[src/rtl/fifo_lfsr.sv]
// rtl/fifo_lfsr.sv - parameterised LFSR with synchronous load and advance
// Ports: clk_i/rst_ni clock and async active-low reset; load_i reloads SEED;
//        adv_i steps once; state_o current register value.
// GALOIS=0 selects a left-shifting Fibonacci form, GALOIS=1 a right-shifting Galois form.
module fifo_lfsr #(
    parameter int             W      = 8,
    parameter logic [W-1:0]   TAPS   = '1,
    parameter logic [W-1:0]   SEED   = '1,
    parameter bit             GALOIS = 1'b0
) (
    input  logic         clk_i,
    input  logic         rst_ni,
    input  logic         load_i,
    input  logic         adv_i,
    output logic [W-1:0] state_o
);

    logic [W-1:0] state_q;
    logic [W-1:0] state_step;

    always_comb begin
        state_step = state_q;
        if (GALOIS) begin
            state_step = state_q[0] ? ((state_q >> 1) ^ TAPS) : (state_q >> 1);
        end else begin
            state_step = {state_q[W-2:0], ^(state_q & TAPS)};
        end
    end

    always_ff @(posedge clk_i or negedge rst_ni) begin
        if (!rst_ni) begin
            state_q <= SEED;
        end else if (load_i) begin
            state_q <= SEED;
        end else if (adv_i) begin
            state_q <= state_step;
        end
    end

    assign state_o = state_q;

endmodule

[config.mk]
export PLATFORM = sky130hd
export DESIGN_NAME = fifo_lfsr
export DESIGN_NICKNAME = d
export VERILOG_FILES = /design/src/rtl/fifo_lfsr.sv
export SDC_FILE = /design/constraint.sdc
export NUM_CORES = 1
export LEC_CHECK = 0
export BUFFER_PORTS_ARGS = -buffer_cell sky130_fd_sc_hd__clkbuf_2
export CORE_AREA = 2 2 39 41
export DETAILED_ROUTE_END_ITERATION = 7
export DIE_AREA = 0 0 41 43
export GPL_TIMING_DRIVEN = 0
export RECOVER_POWER = 50
export REMOVE_ABC_BUFFERS = 1
export SLEW_MARGIN = 20
export SYNTH_ARGS = -nofsm -noshare
export SYNTH_HDL_FRONTEND = slang
export SYNTH_SLANG_ARGS = --single-unit
export TNS_END_PERCENT = 10
[constraint.sdc]
create_clock -name clk_i -period 2.4 [get_ports clk_i]
set_input_delay 0 -clock clk_i [delete_from_list [all_inputs] [get_ports clk_i]]
set_output_delay 0 -clock clk_i [all_outputs]
set_load 0.01 [all_outputs]
==> metrics.cfg <==
[timing]
rsz0062_at_grt = false
final.setup.tns_ns = 0
drv_slew = 0
max_freq_mhz = 638
setup_viol = 0
hold_violations = 0
period_minus_slack_ns = 1.57
fin_ws_ns = 0.832
slew_headroom_pct = 69.6
skew_ns = 0.00836
worst_pin_slew_ns = 0.455
post-route-period-util_pct = 65.3

[route]
firstDrtPassIters = 3
viasPerCell = 4.98
route.detailed.drc = 0
finalWirelength_um = 802
post_drt_wl_per_cell_um = 13.4
ant_nets = 0
vias = 299
drt_iter0_drc = 6

[floorplanning]
coreArea_um2 = 1380
row_count = 14
die_width_um = 41
die-area_um2 = 1760
die_y_um = 43
start_util_pct = 30.0
io_pins = 12

[critical_path]
crit_type = reg2reg
required_ns = 2.56
start_kind = register
critical_path_arrival_ns = 1.73
critical_path.max_fanout = 4
endpoint_kind = register

[yosys]
synth.distinct_cells = 11
syn_area_per_cell_um2 = 13.4
syn_inst = 31
yosys-top-cells-area = dfstp_2 (51%), a211o_1 (13%), nor2b_1 (12%)
ys_seq_area_share_pct = 50.6
synth_top_cell_by_area = dfstp_2
synth_area_um2 = 415
yosys_warnings = 0
ys_seq_elements = 8
post-synth-top-area-fraction_pct = 50.6

[cts]
clock-root-buffer = clkbuf_4
worstSkewPairLatency_ns = 0.26
cts.sinks = 8
cts_max_level = 1
clk_pin_slew_ns = 0.06
cts_buffer_depth = 2
cts_tree = done
cts_buffers = 3
cts_resized = 0

[global_route]
overflow = 0
grt_pass1_wl_um = 1120
grt_max_degree = 17
grt_pass1_vias = 258
grt_usage_pct = 10.1
antenna_found_initial = 0

[cells_and_area]
largest_reg_flops = 8
area_growth_pct = 23.5
num_antenna_cells = 0
final_cells = 60
final_nets = 50
layout-drive-gt1-share_pct = 43.2

[placed_design]
gp_congestion = 0.656
place_ws_ns = 0.845
dp_cells = 56
port-buffer-count = 11

[power_and_ir_drop]
clkPwrFrac_pct = 29.7
seqPwrFrac_pct = 48.8
swShare_pct = 26.5
leakage_uw = 0.000219
power.density_nw_per_um2 = 673
pwr-share-comb_pct = 21.5
internal_power_uw = 254
irDropWorstVdd_mv = 0.207
power.switching_uw = 91.6

[run]
drv_cap = 0

[outcome]
status = finished, final reports clean

[worst_hold_path]
hold_class = in2reg

==> what timing repair did <==
action                                 4_1_cts  5_1_grt
buffers inserted                             0        0
hold buffers                                 1        0
endpoints found under the hold margin        8        0
==> power by group through the flow <==
stage / clock [µW] / combinational [µW] / sequential (µW)
6_report: 103 / 74.2 / 169
4_1_cts: 109 / 76.1 / 170
3_3_place_gp: 0 / 72.4 / 172
3_5_place_dp: 0 / 74.6 / 172
2_1_floorplan: 0 / 42.0 / 176
5_1_grt: 110 / 81.5 / 171
==> synthesized netlist by cell type, drive strengths merged <==
master	count
dfstp	8
a211oi	1
xor2	2
a31oi	1
clkbuf	2
nor2b	8
a211o	7
xnor3	2
==> cells by family (layout without fill, tap and decap cells) <==
family	count (synthesis)	count (layout)	share of synthesized area, %
AO/OA/AOI/OAI	9	9	18.4
AND/OR/NAND/NOR	8	8	12.0
buffers and inverters	2	15	2.11
flip-flops	8	8	50.6
XOR/XNOR	4	4	16.9
==> path summary, 6_finish.rpt <==
path	slack (ns)	start	endpoint	cells after the start
max	0.83	state_o[6]	state_o[0]	4
min	0.08	load_i	state_o[4]	2
max reg2reg	0.83	state_o[6]	state_o[0]	4
min reg2reg	0.62	state_o[0]	state_o[0]	2
max in group asynchronous	1.86	rst_ni	state_o[0]	2
min in group asynchronous	0.51	rst_ni	state_o[2]	2
==> layout make-up <==
cell class                      instances  area, µm²
Sequential cell                         8        210
Clock buffer                            3       22.5
Tap cell                               16       20.0
Timing Repair Buffer                   12       63.8
Multi-Input combinational cell         21        196
Fill cell                             151        871
==> layout by cell type, fill, tap and decap left out, types with 2 or more instances in the layout <==
cell      synthesis  routed
dfstp_2           8       4
clkbuf_2          1      10
a211o_1           6       6
clkbuf_4          0       3
xnor3_1           2       2
nor2b_1           8       8
dfstp_1           0       4
==> through the flow <==
step	instance area [µm²]	hold slack (ns)	power [µW]	util, %
after CTS	514	0.0780	355	37.2
after global placement	482	0.0806	245	34.8
after global routing	513	0.104	363	37.1
after detailed placement	482	0.0937	247	34.8
final	513	0.0836	345	37.1
after floorplan	407	-0.148	218	-
==> worst max-delay path, cell delays in order, from the launching register on <==
cell,delay (ns)
dfstp_1,0.59
xor2_2,0.15
xnor3_1,0.42
a211oi_1,0.25
a31oi_1,0.06
==> layer usage <==
metal	vias up	global-route usage, %	routed length [µm]
met5	-	0	0
met3	0	3.14	51
met4	0	8.00	0
li1	140	-	-
met1	148	13.4	396
met2	11	12.8	354
(Power assumes the default switching activity.)
